[src/rtl/uart_pkg.sv]
// Definitions shared by the UART transmitter and receiver: state encoding,
// parity-type constants and default frame geometry.
package uart_pkg;

  localparam int DEF_DATA_WIDTH = 8;
  localparam int DEF_PRESCALE   = 8;

  localparam logic PAR_EVEN = 1'b0;
  localparam logic PAR_ODD  = 1'b1;

  localparam logic [2:0] ST_IDLE   = 3'd0;
  localparam logic [2:0] ST_START  = 3'd1;
  localparam logic [2:0] ST_DATA   = 3'd2;
  localparam logic [2:0] ST_PARITY = 3'd3;
  localparam logic [2:0] ST_STOP   = 3'd4;

  typedef enum logic [2:0] {
    S_IDLE   = ST_IDLE,
    S_START  = ST_START,
    S_DATA   = ST_DATA,
    S_PARITY = ST_PARITY,
    S_STOP   = ST_STOP
  } uart_state_e;

endpackage

[src/rtl/uart_tx_if.sv]
// Host-side bundle of the UART transmitter: byte request in, serial line and
// busy flag out.
interface uart_tx_if
  import uart_pkg::*;
#(
  parameter int DATA_WIDTH = DEF_DATA_WIDTH
);
  logic [DATA_WIDTH-1:0] P_DATA;
  logic                  DATA_VALID;
  logic                  PAR_EN;
  logic                  PAR_TYP;
  logic                  TX_OUT;
  logic                  BUSY;

  modport master (
    output P_DATA, DATA_VALID, PAR_EN, PAR_TYP,
    input  TX_OUT, BUSY
  );

  modport slave (
    input  P_DATA, DATA_VALID, PAR_EN, PAR_TYP,
    output TX_OUT, BUSY
  );
endinterface

[src/rtl/uart_parity_calc.sv]
// Combinational parity bit for a data word; shared by the TX generator and
// the RX checker.
module uart_parity_calc
  import uart_pkg::*;
#(
  parameter int DATA_WIDTH = DEF_DATA_WIDTH
) (
  input  logic [DATA_WIDTH-1:0] data,
  input  logic                  par_typ,
  output logic                  parity
);

  assign parity = (^data) ^ (par_typ == PAR_ODD);

endmodule

[src/rtl/uart_tx.sv]
// UART transmitter: start bit, LSB-first data, optional parity, stop bit,
// each held for PRESCALE clocks. TX_OUT comes straight from a flop.
module uart_tx
  import uart_pkg::*;
#(
  parameter int DATA_WIDTH = DEF_DATA_WIDTH,
  parameter int PRESCALE   = DEF_PRESCALE
) (
  input  logic     CLK,
  input  logic     RST,
  uart_tx_if.slave bus
);

  localparam int PW = $clog2(PRESCALE);
  localparam int BW = $clog2(DATA_WIDTH) + 1;
  localparam logic [PW-1:0] PRESC_LAST = PW'(PRESCALE - 1);
  localparam logic [BW-1:0] BIT_LAST   = BW'(DATA_WIDTH - 1);

  uart_state_e           state_q, state_d;
  logic [PW-1:0]         presc_q, presc_d;
  logic [BW-1:0]         bit_q, bit_d;
  logic [DATA_WIDTH-1:0] shift_q, shift_d;
  logic                  par_en_q, par_en_d;
  logic                  par_q, par_d;
  logic                  tx_q, tx_d;
  logic                  parity;
  logic                  bit_end;

  uart_parity_calc #(.DATA_WIDTH(DATA_WIDTH)) u_parity (
    .data    (bus.P_DATA),
    .par_typ (bus.PAR_TYP),
    .parity  (parity)
  );

  assign bit_end = (presc_q == PRESC_LAST);

  always_comb begin
    state_d  = state_q;
    presc_d  = presc_q;
    bit_d    = bit_q;
    shift_d  = shift_q;
    par_en_d = par_en_q;
    par_d    = par_q;
    tx_d     = 1'b1;

    if (state_q != S_IDLE) begin
      presc_d = bit_end ? '0 : presc_q + PW'(1);
    end

    case (state_q)
      S_IDLE: begin
        if (bus.DATA_VALID) begin
          state_d  = S_START;
          shift_d  = bus.P_DATA;
          par_en_d = bus.PAR_EN;
          par_d    = parity;
          presc_d  = '0;
          bit_d    = '0;
        end
      end
      S_START: begin
        if (bit_end) begin
          state_d = S_DATA;
          bit_d   = '0;
        end
      end
      S_DATA: begin
        if (bit_end) begin
          shift_d = shift_q >> 1;
          if (bit_q == BIT_LAST) begin
            state_d = par_en_q ? S_PARITY : S_STOP;
            bit_d   = '0;
          end else begin
            bit_d = bit_q + BW'(1);
          end
        end
      end
      S_PARITY: begin
        if (bit_end) state_d = S_STOP;
      end
      S_STOP: begin
        if (bit_end) state_d = S_IDLE;
      end
      default: state_d = S_IDLE;
    endcase

    // Line level is decoded from the next state so it lands in the flop
    // together with the state it belongs to.
    case (state_d)
      S_START:  tx_d = 1'b0;
      S_DATA:   tx_d = shift_d[0];
      S_PARITY: tx_d = par_d;
      default:  tx_d = 1'b1;
    endcase
  end

  always_ff @(posedge CLK) begin
    if (RST) begin
      state_q  <= S_IDLE;
      presc_q  <= '0;
      bit_q    <= '0;
      shift_q  <= '0;
      par_en_q <= 1'b0;
      par_q    <= 1'b0;
      tx_q     <= 1'b1;
    end else begin
      state_q  <= state_d;
      presc_q  <= presc_d;
      bit_q    <= bit_d;
      shift_q  <= shift_d;
      par_en_q <= par_en_d;
      par_q    <= par_d;
      tx_q     <= tx_d;
    end
  end

  assign bus.TX_OUT = tx_q;
  assign bus.BUSY   = (state_q != S_IDLE);

endmodule

[src/flat_wrapper.sv]
// flat-port wrapper written by rule: the top's interface ports become plain ports
module uart_tx_flat import uart_pkg::*;
#(
  parameter int DATA_WIDTH = DEF_DATA_WIDTH,
  parameter int PRESCALE   = DEF_PRESCALE
)
  (CLK, RST, bus_P_DATA, bus_DATA_VALID, bus_PAR_EN, bus_PAR_TYP, bus_TX_OUT, bus_BUSY);
  uart_tx_if #(.DATA_WIDTH(DATA_WIDTH)) bus_i ();
  input  logic CLK;
  input  logic RST;
  input wire logic [$bits(bus_i.P_DATA)-1:0] bus_P_DATA;
  input wire logic [$bits(bus_i.DATA_VALID)-1:0] bus_DATA_VALID;
  input wire logic [$bits(bus_i.PAR_EN)-1:0] bus_PAR_EN;
  input wire logic [$bits(bus_i.PAR_TYP)-1:0] bus_PAR_TYP;
  output wire logic [$bits(bus_i.TX_OUT)-1:0] bus_TX_OUT;
  output wire logic [$bits(bus_i.BUSY)-1:0] bus_BUSY;
  assign bus_i.P_DATA = bus_P_DATA;
  assign bus_i.DATA_VALID = bus_DATA_VALID;
  assign bus_i.PAR_EN = bus_PAR_EN;
  assign bus_i.PAR_TYP = bus_PAR_TYP;
  assign bus_TX_OUT = bus_i.TX_OUT;
  assign bus_BUSY = bus_i.BUSY;
  uart_tx #(.DATA_WIDTH(DATA_WIDTH), .PRESCALE(PRESCALE)) u_core (.CLK(CLK), .RST(RST), .bus(bus_i));
endmodule
[config.mk]
export PLATFORM = sky130hd
export DESIGN_NAME = uart_tx_flat
export DESIGN_NICKNAME = d
export VERILOG_FILES = /design/src/rtl/uart_pkg.sv /design/src/rtl/uart_tx_if.sv /design/src/rtl/uart_parity_calc.sv /design/src/rtl/uart_tx.sv /design/src/flat_wrapper.sv
export SDC_FILE = /design/constraint.sdc
export NUM_CORES = 1
export LEC_CHECK = 0
export CORE_ASPECT_RATIO = 0.7
export CORE_UTILIZATION = 35
export CTS_BUF_LIST = sky130_fd_sc_hd__clkbuf_4 sky130_fd_sc_hd__clkbuf_8
export DETAILED_ROUTE_END_ITERATION = 7
export GPL_TIMING_DRIVEN = 0
export PLACE_DENSITY = 0.61
export RECOVER_POWER = 100
export SLEW_MARGIN = 20
export SYNTH_ARGS = -nofsm -noshare
export SYNTH_HDL_FRONTEND = slang
export SYNTH_SLANG_ARGS = --single-unit
[constraint.sdc]
create_clock -name CLK -period 5.59 [get_ports CLK]
set_input_delay 1.3975 -clock CLK [delete_from_list [all_inputs] [get_ports CLK]]
set_output_delay 1.3975 -clock CLK [all_outputs]
set_load 0.01 [all_outputs]
---- Yosys cells after proc, flatten, opt, wreduce, memory -nomap -nowiden ----
Cells that the tools add are included.
storage, ports and cells
  register bits after elaboration ......... 21
  latch bits .............................. 0
  bits in writable memories ............... 0
  ROM bits ................................ 0
  bits of input ports ..................... 13
  output and inout bits ................... 2
  logic and storage cells ................. 54
  memories ................................ 0
cells by class
  $add $sub $neg .......................... 2
  multiply operators ...................... 0
  divide/modulo/power cells ............... 0
  magnitude comparators ................... 0
  equality and inequality tests ........... 12
  shift operators ......................... 0
  mux-type cells .......................... 23
  bitwise operators ....................... 1
  reduce and logical (&&, ||, !) cells .... 8
operator list
  cell                 number
  $mux 3               11
  $mux 4               4
  $mux 8               2
  $pmux 8 s2           1
  $pmux 3 s5           1
  $eq 3x2->1 const B   4
  $pmux 4 s3           1
  $reduce_xor 8->1     1
  $eq 3x1->1 const B   2
  $eq 3x3->1 const B   2
  $reduce_bool 3->1    2
  $add 4x1->4 const B  1
  $eq 4x3->1 const B   1
  $ne 2x1->1 const B   2
  $reduce_and 4->1     1
  $add 3x1->3 const B  1
  $logic_not 3->1      1
  $pmux 1 s3           1
  $reduce_and 3->1     1
  $mux 1               2
  $ne 2x2->1 const B   1
  $reduce_and 2->1     1
  $reduce_bool 2->1    1
  $xor 1x1->1          1

---- Depth between registers and ports, before layout ----
  depth after elaboration ................. 6
  gate-level depth with buffers ........... 8
  mapped depth without buffers ............ 7

---- By module ----
Synthesis repeated with hierarchy kept, for this count alone.
unflattened totals
  cell total of the unflattened synthesis .. 121
  area total of the unflattened synthesis .. 1106.1 um2
by module, submodules not included
  module            instances  cells an instance  area each (um2)  sequential area each (um2)
  uart_tx           1          114                1023.5           420.4
  uart_parity_calc  1          7                  82.6             0.0

---- Worst setup path before layout ----
No wires, ideal clock.
  path kind ............................... in2reg
  start point ............................. in bus_DATA_VALID
  end point ............................... reg u_core.tx_q (netlist: u_core.bus.TX_OUT)
  setup time .............................. 126 ps
  arrival ................................. 2443 ps
  required time ........................... 5464 ps
  setup slack ............................. 3021 ps
  stages on the path ...................... 6
  path buffers ............................ 1
  path through ............................ mux2i_1 > or3_1 > clkbuf_2 > a222oi_1 > and4bb_1 > nor3_1
between the ends
  word-level cells in the longest chain between the ends .. 4
  elaborated cells between the ends (all ways) .. 10
  classes of those cells .................. eq/ne (3); mux (7)
RTL lines
  item                                             RTL line            text
  start, declared                                  flat_wrapper.sv:12  input wire logic [$bits(bus_i.DATA_VALID)-1:0] bus_DATA_VALID;
  $mux 3                                           uart_tx.sv:52       if (bus.DATA_VALID) begin
  $pmux 3 s5                                       uart_tx.sv:50       case (state_q)
  $eq 3x2->1 / $eq 3x1->1 (equally long branches)  uart_tx.sv:89       case (state_d)
  $pmux 1 s3 (*)                                   uart_tx.sv:89
  end signal, assigned                             uart_tx.sv:113      tx_q <= tx_d;
  end, declared                                    uart_tx.sv:25       logic tx_q, tx_d;
Every way passes the cells marked *; elsewhere a longest branch is shown, timed or not. The select of a mux whose other input is x is not followed.
A chain may end at the register's enable or synchronous reset.

---- Final worst setup path ----
Ends and elaborated chain as after synthesis.

==> impl_metrics.ini <==
[yosys]
synth-async-reset-ratio_pct = 0
syn_avg_cell_area_um2 = 9.168
netlist_area_mm2 = 0.001091
synth_flop_cell = dfxtp_1
ys_ff_latch = 21
yosys_warnings = 0
synth_edf_count = 0
syn-num-nets = 136
syn_inst = 119
seq_area_frac_synth_pct = 38.53
synth.distinct_cells = 39

[power]
finalPower_mw = 0.3205
p_leak_nw = 0.5249
peakVddDrop_v = 0.0001627
power.density_mw_per_mm2 = 243.3

[worst_setup_path]
crit_chain = dlygate4sd3_1 > nor4b_1 > clkbuf_1 > nand2_1 > mux2i_1 > nor4_1 > nor3_1
required_ns = 5.78
crit_start = bus_DATA_VALID
r2r-start = u_core.presc_q[0]$_SDFF_PP0_
critPathKind = input pin to register
critPathSlowestCell = nor4b_1
startpoint_type = input pin
cpPeakStageDelay_ns = 0.70
cp-end-kind = register
critPathMaxFanout = 10
crit_arrival_ns = 3.77

[floorplan]
die_h_um = 48.71
boundaryPins = 15
dieArea_mm2 = 0.003348
coreArea_mm2 = 0.002883
rows = 16
die_w_um = 68.73
start_util_pct = 37.85

[finish]
fillers = 287
seq_area_um2 = 420.4
area_delta_synth_final_pct = 20.76
drive_above_1_share_pct = 7.299
multi_input_area_um2 = 615.6
final_nets = 155
antenna_cells = 0
stdcell_count = 173

[grt]
grt_pass1_wl_mm = 4.091
grt_max_degree = 12
overflow = 0
track_usage_pct = 16.41
antenna_found_initial = 0
grt_pass1_vias = 880

[timing]
finalHoldViolCount = 0
layout_min_cycle_time_ns = 3.583
max_slew_margin_pct = 44.35
drv_slew = 0
fmax_mhz = 279.1
rsz0062_at_grt = false
setup-tns-final_ns = 0
min_period_over_period_pct = 64.09
setup_violations = 0
finalWorstSetupSlack_ns = 2.007
skew_ns = 0.004244
tightest_slew_ns = 0.8231

[place]
dp.cells = 169
dp_slack_ns = 2.135
dp_hpwl_mm = 1.821
io_buffers = 14
gp_congestion = 0.7897

[routing]
routed_wl_mm = 2.403
first_iter_violations = 78
postRouteAntennaNets = 0
wire_per_inst_um = 13.89
drc = 0
viasPerCell = 5.497
firstDrtPassIters = 6
via_count = 951

[cts]
postCtsSetupBuffers = 0
cts_sinks = 21
cts_made_buffers = 3
cts_tree = done
h-tree-depth = 1
worstSkewPairLatency_ns = 0.26
postCtsHoldBufs = 0
cts-root-buf = clkbuf_8
clk_path_buf_depth = 2
path_clk_slew_ns = 0.07
cts_resized = 0

[run_status]
outcome = completed

[worst_hold_path]
hp-class = register to register
worstHoldStart = u_core.bit_q[1]$_SDFFE_PP0P_

[run]
maxCapViolCount = 0
[stage by stage]
step,cell area (um^2),utilization [%],hold slack [ns]
after floorplan,1091,-,0.4488
after global placement,1276,44.27,0.4665
after detailed placement,1276,44.27,0.4745
after global routing,1318,45.70,0.5021
final,1318,45.70,0.4841
after CTS,1325,45.96,0.4847
[state kept, by name, summed over array words and instances (netlist names)]
name	count
u_core.shift_q	8
u_core.bus.TX_OUT	1
u_core.state_q	3
u_core.presc_q	3
u_core.bit_q	4
u_core.par_q	1
u_core.par_en_q	1
[synth_stat cells (3+ instances only)]
master    instances  area [um^2]
dfxtp_1          21        420.4
nor2_1           17        63.81
a21oi_1           9        45.04
a222oi_1          7        70.07
ha_1              4        50.05
nand2_1           4        15.01
nand3_1           4        20.02
clkbuf_1          3        11.26
inv_1             3        11.26
mux2i_1           3        30.03
nor3_1            3        15.01
o21ai_0           3        15.01
[logic make-up (layout without fill, tap and decap cells)]
group | Yosys count | count (layout) | synth area share (%)
and+or+nand+nor | 49 | 49 | 25.11
adders and majority gates | 4 | 4 | 4.587
muxes | 3 | 3 | 2.752
DFF | 21 | 21 | 38.53
buffers and inverters | 10 | 28 | 4.472
AOI/OAI and AO/OA | 26 | 26 | 17.20
xor gates and xnor gates | 6 | 6 | 7.340
[worst max-delay path, delay by kind of cell]
| kind | cells | cell delay [ns] |
|---|---|---|
| buf+inv | 2 | 1.09 |
| simple gates | 4 | 1.06 |
| mux | 1 | 0.21 |
[area by class of cell]
class	count	share of cell area (%)
repair buffers	14	10.64
inverters	3	0.8547
well taps	36	3.419
clock buffers	4	3.704
multi-input cells	88	46.72
plain buffers	7	2.754
flip-flops and latches	21	31.91
[layer usage]
| layer | up-vias | wire length [um] | part of all wire, % | global-route usage [%] |
|---|---|---|---|---|
| li1 | 483 | - | - | - |
| met1 | 448 | 1237 | 51 | 24.78 |
| met2 | 18 | 1019 | 42 | 23.37 |
| met3 | 2 | 135 | 5.6 | 4.481 |
| met4 | 0 | 10 | 0.42 | 2.721 |
| met5 | - | 0 | 0 | 0 |
[power by group]
part / switching (mW) / internal, mW
clock network: 0.0476 / 0.0556
logic: 0.0267 / 0.0298
registers: 0.00345 / 0.157
[path summary, 6_finish.rpt]
path	end	slack, ns	depth (start not counted)
max	u_core.bus.TX_OUT$_SDFF_PP1_	2.01	7
min	u_core.bit_q[1]$_SDFFE_PP0P_	0.48	2
max reg2reg	u_core.bus.TX_OUT$_SDFF_PP1_	3.25	8
min reg2reg	u_core.bit_q[1]$_SDFFE_PP0P_	0.48	2
[cell usage in the layout (no fill, tap or decap), drive strengths merged, types with 2 or more instances in the layout]
master and instances:
clkbuf 9, a222oi 7, nor2b 3, mux2i 3, nand2 4, ha 4, dfxtp 21, nor2 17
clkdlybuf4s50 10, xnor2 2, nand3b 2, nand4 2, dlygate4sd3 4, nor3 3, nor3b 2, inv 3
xnor3 2, buf 2, nand4b 2, xor2 2, and3 2, o21ai 3, nand3 4, or3 2
a21oi 9
Note: power is estimated with default switching activity, not from simulation.
